===== src/rtl/vote_relay_pkg.sv =====
// Shared types and defaults for the vote_relay peer station.
// States follow one handshake round: request, evaluate, reply, release.
package vote_relay_pkg;

  typedef logic [3:0] vote_t;

  localparam vote_t DECISION_DEF = 4'b0110;

  typedef enum logic [2:0] {
    ST_IDLE,
    ST_REQ,
    ST_EVAL,
    ST_WAITCTR,
    ST_SEND,
    ST_REL,
    ST_FIN
  } state_t;

  // States in which the voter can stall us; only these run the wait timer.
  function automatic logic is_wait_state(input state_t s);
    return (s == ST_REQ) || (s == ST_WAITCTR) || (s == ST_SEND);
  endfunction

endpackage


===== src/rtl/vote_relay_hs_timer.sv =====
// Saturating wait counter; o_expired is high once LIMIT cycles have elapsed.
// Latency: the count is registered; clear has priority over enable.
module hs_timer #(
  parameter int LIMIT = 255,
  localparam int W = $clog2(LIMIT + 1)
) (
  input  logic i_clock,
  input  logic i_reset,
  input  logic i_clear,
  input  logic i_enable,
  output logic o_expired
);

  localparam logic [W-1:0] LIM = W'(LIMIT);

  logic [W-1:0] r_cnt;

  always_ff @(posedge i_clock) begin
    if (i_reset || i_clear) begin
      r_cnt <= '0;
    end else if (i_enable && (r_cnt != LIM)) begin
      r_cnt <= r_cnt + 1'b1;
    end
  end

  assign o_expired = (r_cnt == LIM);

endmodule


===== src/rtl/vote_relay.sv =====
// Peer station for the voting controller: captures a vote, replies with vote^mask, stops on decision/limit/timeout.
// Outputs are registered from the next state; each wait state is bounded by TIMEOUT cycles.
module vote_relay
  import vote_relay_pkg::*;
#(
  parameter int    MAX_ROUNDS = 15,
  parameter int    TIMEOUT    = 255,
  parameter vote_t DECISION   = DECISION_DEF
) (
  input  logic       i_clock,
  input  logic       i_reset,
  input  logic       i_enable,
  input  logic       i_cts,
  input  logic       i_ctr,
  input  logic [3:0] i_v_out,
  input  logic [3:0] i_mask,
  output logic       o_rtr,
  output logic       o_rts,
  output logic [3:0] o_v_in,
  output logic       o_done,
  output logic       o_decided,
  output logic       o_error,
  output logic [3:0] o_rounds
);

  localparam logic [3:0] MAXR = 4'(MAX_ROUNDS);

  state_t r_state;
  state_t w_nxt;

  vote_t r_cap;
  vote_t r_m;
  vote_t r_v_in;
  logic  r_cts_low;
  logic  r_rtr;
  logic  r_rts;
  logic  r_done;
  logic  r_decided;
  logic  r_error;
  logic  [3:0] r_rounds;

  logic w_expired;
  logic w_start;
  logic w_capture;
  logic w_load_reply;
  logic w_round_done;
  logic w_fin_dec;
  logic w_fin_err;
  logic w_timeout;

  hs_timer #(
    .LIMIT(TIMEOUT)
  ) u_timer (
    .i_clock  (i_clock),
    .i_reset  (i_reset),
    .i_clear  (w_nxt != r_state),
    .i_enable (is_wait_state(r_state)),
    .o_expired(w_expired)
  );

  always_comb begin
    w_nxt        = r_state;
    w_start      = 1'b0;
    w_capture    = 1'b0;
    w_load_reply = 1'b0;
    w_round_done = 1'b0;
    w_fin_dec    = 1'b0;
    w_fin_err    = 1'b0;
    w_timeout    = 1'b0;
    case (r_state)
      ST_IDLE: begin
        if (i_enable && !i_cts) begin
          w_start = 1'b1;
          w_nxt   = ST_REQ;
        end
      end
      ST_REQ: begin
        // A cts still high from the previous round must drop before it counts.
        if (i_cts && r_cts_low) begin
          w_capture = 1'b1;
          w_nxt     = ST_EVAL;
        end else if (w_expired) begin
          w_timeout = 1'b1;
          w_nxt     = ST_IDLE;
        end
      end
      ST_EVAL: begin
        if (r_cap == DECISION) begin
          w_fin_dec = 1'b1;
          w_nxt     = ST_FIN;
        end else if (r_rounds == MAXR) begin
          w_fin_err = 1'b1;
          w_nxt     = ST_FIN;
        end else begin
          w_load_reply = 1'b1;
          w_nxt        = ST_WAITCTR;
        end
      end
      ST_WAITCTR: begin
        if (i_ctr) begin
          w_nxt = ST_SEND;
        end else if (w_expired) begin
          w_timeout = 1'b1;
          w_nxt     = ST_IDLE;
        end
      end
      ST_SEND: begin
        if (!i_ctr) begin
          w_round_done = 1'b1;
          w_nxt        = ST_REL;
        end else if (w_expired) begin
          w_timeout = 1'b1;
          w_nxt     = ST_IDLE;
        end
      end
      ST_REL:  w_nxt = ST_REQ;
      ST_FIN:  w_nxt = ST_IDLE;
      default: w_nxt = ST_IDLE;
    endcase
  end

  always_ff @(posedge i_clock) begin
    if (i_reset) begin
      r_state   <= ST_IDLE;
      r_cap     <= '0;
      r_m       <= '0;
      r_v_in    <= '0;
      r_cts_low <= 1'b0;
      r_rtr     <= 1'b0;
      r_rts     <= 1'b0;
      r_done    <= 1'b0;
      r_decided <= 1'b0;
      r_error   <= 1'b0;
      r_rounds  <= '0;
    end else begin
      r_state <= w_nxt;

      if (w_capture) begin
        r_cap <= i_v_out;
        r_m   <= i_mask;
      end

      if (w_load_reply) begin
        r_v_in <= r_cap ^ r_m;
      end

      if (w_start) begin
        r_cts_low <= 1'b1;
      end else if (w_round_done) begin
        r_cts_low <= 1'b0;
      end else if ((r_state == ST_REQ) && !i_cts) begin
        r_cts_low <= 1'b1;
      end

      // Moore outputs registered from the next state so they line up with it.
      r_rtr  <= (w_nxt == ST_REQ) || (w_nxt == ST_EVAL) ||
                (w_nxt == ST_WAITCTR) || (w_nxt == ST_SEND);
      r_rts  <= (w_nxt == ST_SEND);
      r_done <= (w_nxt == ST_FIN) || w_timeout;

      if (w_start) begin
        r_decided <= 1'b0;
        r_error   <= 1'b0;
        r_rounds  <= '0;
      end else begin
        if (w_fin_dec) begin
          r_decided <= 1'b1;
        end
        if (w_fin_err || w_timeout) begin
          r_error <= 1'b1;
        end
        if (w_round_done && (r_rounds != MAXR)) begin
          r_rounds <= r_rounds + 1'b1;
        end
      end
    end
  end

  assign o_rtr     = r_rtr;
  assign o_rts     = r_rts;
  assign o_v_in    = r_v_in;
  assign o_done    = r_done;
  assign o_decided = r_decided;
  assign o_error   = r_error;
  assign o_rounds  = r_rounds;

endmodule

===== config.mk =====
export PLATFORM = sky130hd
export DESIGN_NAME = vote_relay
export DESIGN_NICKNAME = d
export VERILOG_FILES = /design/src/rtl/vote_relay_pkg.sv /design/src/rtl/vote_relay_hs_timer.sv /design/src/rtl/vote_relay.sv
export SDC_FILE = /design/constraint.sdc
export NUM_CORES = 1
export LEC_CHECK = 0
export CORE_ASPECT_RATIO = 2
export CORE_MARGIN = 2
export CORE_UTILIZATION = 56
export DETAILED_ROUTE_END_ITERATION = 12
export HOLD_SLACK_MARGIN = 0.15
export PLACE_DENSITY = 0.9
export SYNTH_ARGS = -nofsm -noshare
export SYNTH_HDL_FRONTEND = slang
export SYNTH_SLANG_ARGS = --single-unit

===== constraint.sdc =====
create_clock -name i_clock -period 3.4 [get_ports i_clock]
set_input_delay 1.02 -clock i_clock [delete_from_list [all_inputs] [get_ports i_clock]]
set_output_delay 1.02 -clock i_clock [all_outputs]
set_load 0.1 [all_outputs]

== Yosys cells after proc, flatten, opt, wreduce, memory -nomap -nowiden ==
Index checks and enable logic that the tools add are counted.

* Flip-flop bits (word level): 33
* Input bits: 13
* Output and inout port bits: 13
* Word-level logic and storage cells: 78

* Add/sub/neg operators: 2
* Equality and inequality tests: 16
* Muxes and demuxes: 30
* Bitwise logic cells: 1
* Reductions and logical operators: 17

{| class="wikitable"
|+ Operators with widths
! operator !! number
|-
| $mux W1 || 21
|-
| $mux W3 || 7
|-
| $pmux W3 S6 || 1
|-
| $eq A3 B2 Y1 const B || 4
|-
| $eq A3 B3 Y1 const B || 4
|-
| $add A8 B1 Y8 const B || 1
|-
| $eq A8 B8 Y1 const B || 1
|-
| $logic_or A1 B1 Y1 || 8
|-
| $ne A8 B8 Y1 const B || 1
|-
| $eq A3 B1 Y1 const B || 2
|-
| $logic_and A1 B1 Y1 || 5
|-
| $add A4 B1 Y4 const B || 1
|-
| $eq A4 B3 Y1 const B || 1
|-
| $eq A4 B4 Y1 const B || 1
|-
| $ne A4 B4 Y1 const B || 1
|-
| $xor A4 B4 Y4 || 1
|-
| $logic_not A3 Y1 || 1
|-
| $ne A3 B3 Y1 || 1
|-
| $pmux W1 S3 || 1
|-
| $reduce_bool A3 Y1 || 1
|-
| $reduce_or A2 Y1 || 1
|-
| $logic_not A1 Y1 || 1
|}

== Logic depth before layout (Yosys ltp) ==
* Depth after elaboration: 8
* Depth in mapped cells: 7
* Depth with buffers taken out: 6

== By module ==
From an unflattened synthesis, not the netlist that was laid out.

* Cells, all modules: 182
* Area, all modules: 1,612.8 um^2

{| class="wikitable"
|+ By module, submodules not included
! module !! instances !! cells an instance !! area each (um^2) !! sequential area each (um^2)
|-
| vote_relay || 1 || 133 || 1,187.4 || 500.5
|-
| hs_timer || 1 || 49 || 425.4 || 160.2
|}

== Worst setup path after synthesis ==
OpenSTA, ideal clock, no wires.

* Kind: flip-flop to flip-flop
* From: register r_rounds[0] (netlist: o_rounds[0])
* To: register r_rtr (netlist: o_rtr)
* Library setup time: 120 ps
* Arrival: 2,169 ps
* Data required time: 3,280 ps
* Path slack: 1,111 ps
* Cell stages (with the launch flop): 7
* Buffers on the path: 0
* Period minus slack after synthesis: 2,289 ps
* Cell sequence: dfxtp_1 -> ha_1 -> and3_1 -> o311ai_0 -> a31oi_1 -> and3_4 -> or2_1

* Word-level cells in the longest chain between the ends: 8
* Elaborated cells on any way between the ends: 11
* Those cells by class: 5 x eq/ne; 3 x mux; 3 x reduce/logical

{| class="wikitable"
|+ Ends and longest elaborated chain
! what !! RTL line !! source
|-
| from (decl) || vote_relay.sv:40 || <nowiki>logic [3:0] r_rounds;</nowiki>
|-
| from (signal assigned) || vote_relay.sv:173 || <nowiki>r_rounds <= r_rounds + 1'b1;</nowiki>
|-
| $eq A4 B4 Y1 * || vote_relay.sv:91 || <nowiki>end else if (r_rounds == MAXR) begin</nowiki>
|-
| $mux W3 * || vote_relay.sv:91 ||
|-
| $mux W3 * || vote_relay.sv:88 || <nowiki>if (r_cap == DECISION) begin</nowiki>
|-
| $pmux W3 S6 * || vote_relay.sv:70 || <nowiki>case (r_state)</nowiki>
|-
| $eq A3 B1 Y1 or $eq A3 B2 Y1 (tied branches) || vote_relay.sv:156 || <nowiki>r_rtr <= (w_nxt == ST_REQ) || (w_nxt == ST_EVAL) ||</nowiki>
|-
| $logic_or A1 B1 Y1 (2 in series) || vote_relay.sv:156 ||
|-
| $logic_or A1 B1 Y1 * || vote_relay.sv:157 || <nowiki>(w_nxt == ST_WAITCTR) || (w_nxt == ST_SEND);</nowiki>
|-
| to (signal assigned) || vote_relay.sv:156 ||
|-
| to (decl) || vote_relay.sv:35 || <nowiki>logic r_rtr;</nowiki>
|}

Every way passes the cells marked *; elsewhere a longest branch is shown, timed or not.
A chain may end at the register's enable or synchronous reset.

== Worst setup path in the final report ==
* From: input port i_ctr
* To: register u_timer.r_cnt[4]

* Word-level cells in the longest chain between the ends: 4
* Elaborated cells on any way between the ends: 5
* Those cells by class: 1 x eq/ne; 3 x mux; 1 x reduce/logical

{| class="wikitable"
|+ Ends and longest elaborated chain
! what !! RTL line !! source
|-
| from (decl) || vote_relay.sv:14 || <nowiki>input logic i_ctr,</nowiki>
|-
| $mux W3 (on tied branches) || vote_relay.sv:108, vote_relay.sv:100 ||
|-
| $pmux W3 S6 * || vote_relay.sv:70 ||
|-
| $ne A3 B3 Y1 * || vote_relay.sv:56 || <nowiki>.i_clear (w_nxt != r_state),</nowiki>
|-
| $logic_or A1 B1 Y1 * || vote_relay_hs_timer.sv:19 || <nowiki>if (i_reset || i_clear) begin</nowiki>
|-
| to (signal assigned) || vote_relay_hs_timer.sv:22 || <nowiki>r_cnt <= r_cnt + 1'b1;</nowiki>
|-
| to (decl) || vote_relay_hs_timer.sv:16 || <nowiki>logic [W-1:0] r_cnt;</nowiki>
|}

Marked as above.

==> results.sh <==
export IMPL_synth_avg_cell_area_um2=8.87
export IMPL_synth_distinct_cells=44
export IMPL_nNetsFinal=219
export IMPL_arrival_ns=2.57
export IMPL_ys_flop_type="dfxtp_1"
export IMPL_hold_viol=0
export IMPL_power_density_nw_per_um2=423
export IMPL_drc=0
export IMPL_reg2reg_to="o_rtr"
export IMPL_routabilityCongestion=0.833
export IMPL_holdBufCountCts=0
export IMPL_maxSlewHeadroom_pct=63.5
export IMPL_max_freq_mhz=415
export IMPL_cts_root_buf="clkbuf_8"
export IMPL_grt_max_degree=17
export IMPL_grt_antenna_before_repair=0
export IMPL_synth_top_area_share_pct=42.3
export IMPL_crit_type="input pin to flip-flop"
export IMPL_setup_viol=0
export IMPL_avgViaCountPerCell=5.87
export IMPL_worst_slew_pin_transition_ns=0.548
export IMPL_cp_required_ns=3.57
export IMPL_coreArea_um2=2700
export IMPL_maxCapViolations=0
export IMPL_hold_path_startpoint="o_v_in[3]"
export IMPL_finalCriticalPeriod_ns=2.41
export IMPL_async_flop_share_pct=0
export IMPL_synth_edf_count=0
export IMPL_reg2reg_from="r_state[1]"
export IMPL_grt_usage_pct=25.3
export IMPL_hold_depth=2
export IMPL_clk_pin_slew_ns=0.07
export IMPL_drive_above_1_share_pct=14.2
export IMPL_io_buffers=25
export IMPL_synth_fp_nets=191
export IMPL_vias=1367
export IMPL_final_cell_mix="34 x nor2_1, 33 x dfxtp_1, 15 x buf_4"
export IMPL_fin_cells=233
export IMPL_syn2layout_area_growth_pct=20.7
export IMPL_max_stage_delay_ns=0.51
export IMPL_vdd_drop_max_mv=0.407
export IMPL_htree_num_levels=2
export IMPL_first_iter_violations=19
export IMPL_clock_latency_ns=0.29
export IMPL_netlist_area_um2=1560
export IMPL_cp_end_kind="flip-flop"
export IMPL_crit_top_cell="nor2_1"
export IMPL_place_hpwl_um=2660
export IMPL_fin_worst_skew_ns=0.00799
export IMPL_fin_setup_tns_ns=0
export IMPL_drt_total_wl_um=3420
export IMPL_clock_sinks=33
export IMPL_firstDrtPassIters=4
export IMPL_crit_path_start_kind="input pin"
export IMPL_worstPathMaxFanout=8
export IMPL_ys_warn_count=0
export IMPL_slowest_stage="clkdlybuf4s50_1"
export IMPL_grt_pass1_vias=1328
export IMPL_status="finished, final reports clean"
export IMPL_path_cells="clkdlybuf4s50_1 -> nor4b_2 -> nor2_1 -> and3_1 -> o2111ai_2 -> nor2_1"
export IMPL_ys_seq_area_share_pct=42.3
export IMPL_post_cts_repair_setup_buffers=0
export IMPL_cts_buffers=5
export IMPL_cts_resized=0
export IMPL_io_pins=26
export IMPL_yosysTopAreaCell="dfxtp_1"
export IMPL_synth_area_leaders="dfxtp_1 42%, nor2_1 8.2%, mux2i_1 5.8%"
export IMPL_post_route_period_util_pct=70.8
export IMPL_antenna_cells=0
export IMPL_ys_seq_elements=33
export IMPL_grt_pass1_wl_um=5600
export IMPL_initial_core_util_pct=57.7
export IMPL_placed_cells=226
export IMPL_die_height_um=78.6
export IMPL_hold_end="o_v_in[3]"
export IMPL_grt_setup_unrepaired="no"
export IMPL_hold_path_class="flip-flop to flip-flop"
export IMPL_final_common_cell="nor2_1"
export IMPL_std_cell_rows=27
export IMPL_finalMaxSlewViolations=0
export IMPL_wl_per_cell_um=14.7
export IMPL_drtAntennaViolNets=0
export IMPL_clock_path_buffers=2
export IMPL_reg2reg_depth=5
export IMPL_syn_inst=176
export IMPL_dieArea_um2=3250
export IMPL_cts_tree="built"
export IMPL_overflow=0
export IMPL_p_leak_nw=0.749
export IMPL_reg2reg_slack_ns=1.42
export IMPL_die_w_um=41.3
==> sequential cells by signal (all words and copies together) (netlist names) <==
signal,flops
o_decided,1
o_done,1
o_error,1
o_rounds,4
o_rtr,1
o_rts,1
o_v_in,4
r_cap,4
r_cts_low,1
r_m,4
r_state,3
u_timer.r_cnt,8
==> worst max path at each step <==
| stage | start | to | slack (ns) | cells past startpoint |
|---|---|---|---|---|
| 3_5_place_dp | i_ctr | u_timer.r_cnt[6] | 0.69 | 6 |
| 5_1_grt | i_ctr | u_timer.r_cnt[6] | 0.88 | 6 |
| 4_1_cts | i_ctr | u_timer.r_cnt[6] | 1.0 | 6 |
| 3_3_place_gp | i_cts | o_rtr | 0.80 | 6 |
| 2_1_floorplan | o_rounds[0] | o_rtr | 1.11 | 6 |
| 6_report | i_ctr | u_timer.r_cnt[4] | 0.99 | 6 |
==> synth_stat cells, drive strengths merged, types with 2 or more instances <==
library cell   n
nor2b          2
and3           3
nor3           4
a21o           3
xnor2          8
ha             2
o221ai         2
nand4          3
dfxtp         33
nand3          7
o211ai         2
mux2i          9
nor2          34
nor3b          3
xor2           4
nand2          9
inv            6
a31oi          4
a21oi         10
buf            5
o21ai          5
==> layout make-up <==
cell class / instances / area, um^2
well taps: 29 / 36.3
fillers: 237 / 820
flip-flops and latches: 33 / 661
inverters: 6 / 22.5
repair buffers: 27 / 233
multi-input cells: 131 / 845
clock buffers: 7 / 86.3
==> metal layers <==
metal	part of all wire, %	vias up	wire (um)	global-route usage [%]
met5	0	-	0	0
met4	4.5	0	155	15.5
met3	3.6	13	122	5.93
met2	57	33	1960	44.8
met1	35	641	1180	22.5
li1	-	680	-	-
==> where the power goes <==
group | internal, W | total (W) | leakage [nW] | switching [W]
Combinational | 0.0000392 | 0.0000928 | 0.438 | 0.0000535
Clock | 0.000160 | 0.000295 | 0.0443 | 0.000135
Sequential | 0.000395 | 0.000409 | 0.267 | 0.0000139
==> worst max-delay path: cells and delay by family <==
| family | cells | cell delay [ns] |
|---|---|---|
| buffers and inverters | 1 | 0.51 |
| AND/OR/NAND/NOR | 4 | 0.89 |
| AO/OA/AOI/OAI | 1 | 0.15 |
==> kinds of logic (layout without fill, tap and decap cells) <==
family          count (synthesis)  count (layout)  share of synthesized area (%)
compound gates                 35              35                           15.2
xor+xnor                       12              12                           6.74
fa+ha+maj                       2               2                           1.60
buf+inv                        12              40                           3.53
mux                             9               9                           5.77
simple gates                   73              73                           24.8
flops                          33              33                           42.3
==> per-stage QoR <==
step	hold WS, ns	worst slack (ns)	instance area, um^2	utilization, %	power [W]
after floorplan	0.479	1.11	1560	-	0.000480
after global placement	0.466	0.803	1800	66.5	0.000508
after detailed placement	0.483	0.690	1800	66.5	0.000510
after CTS	0.506	0.995	1880	69.7	0.000804
after global routing	0.541	0.879	1880	69.7	0.000823
final	0.503	0.992	1880	69.7	0.000797
Power figures use the tool's default switching activity.
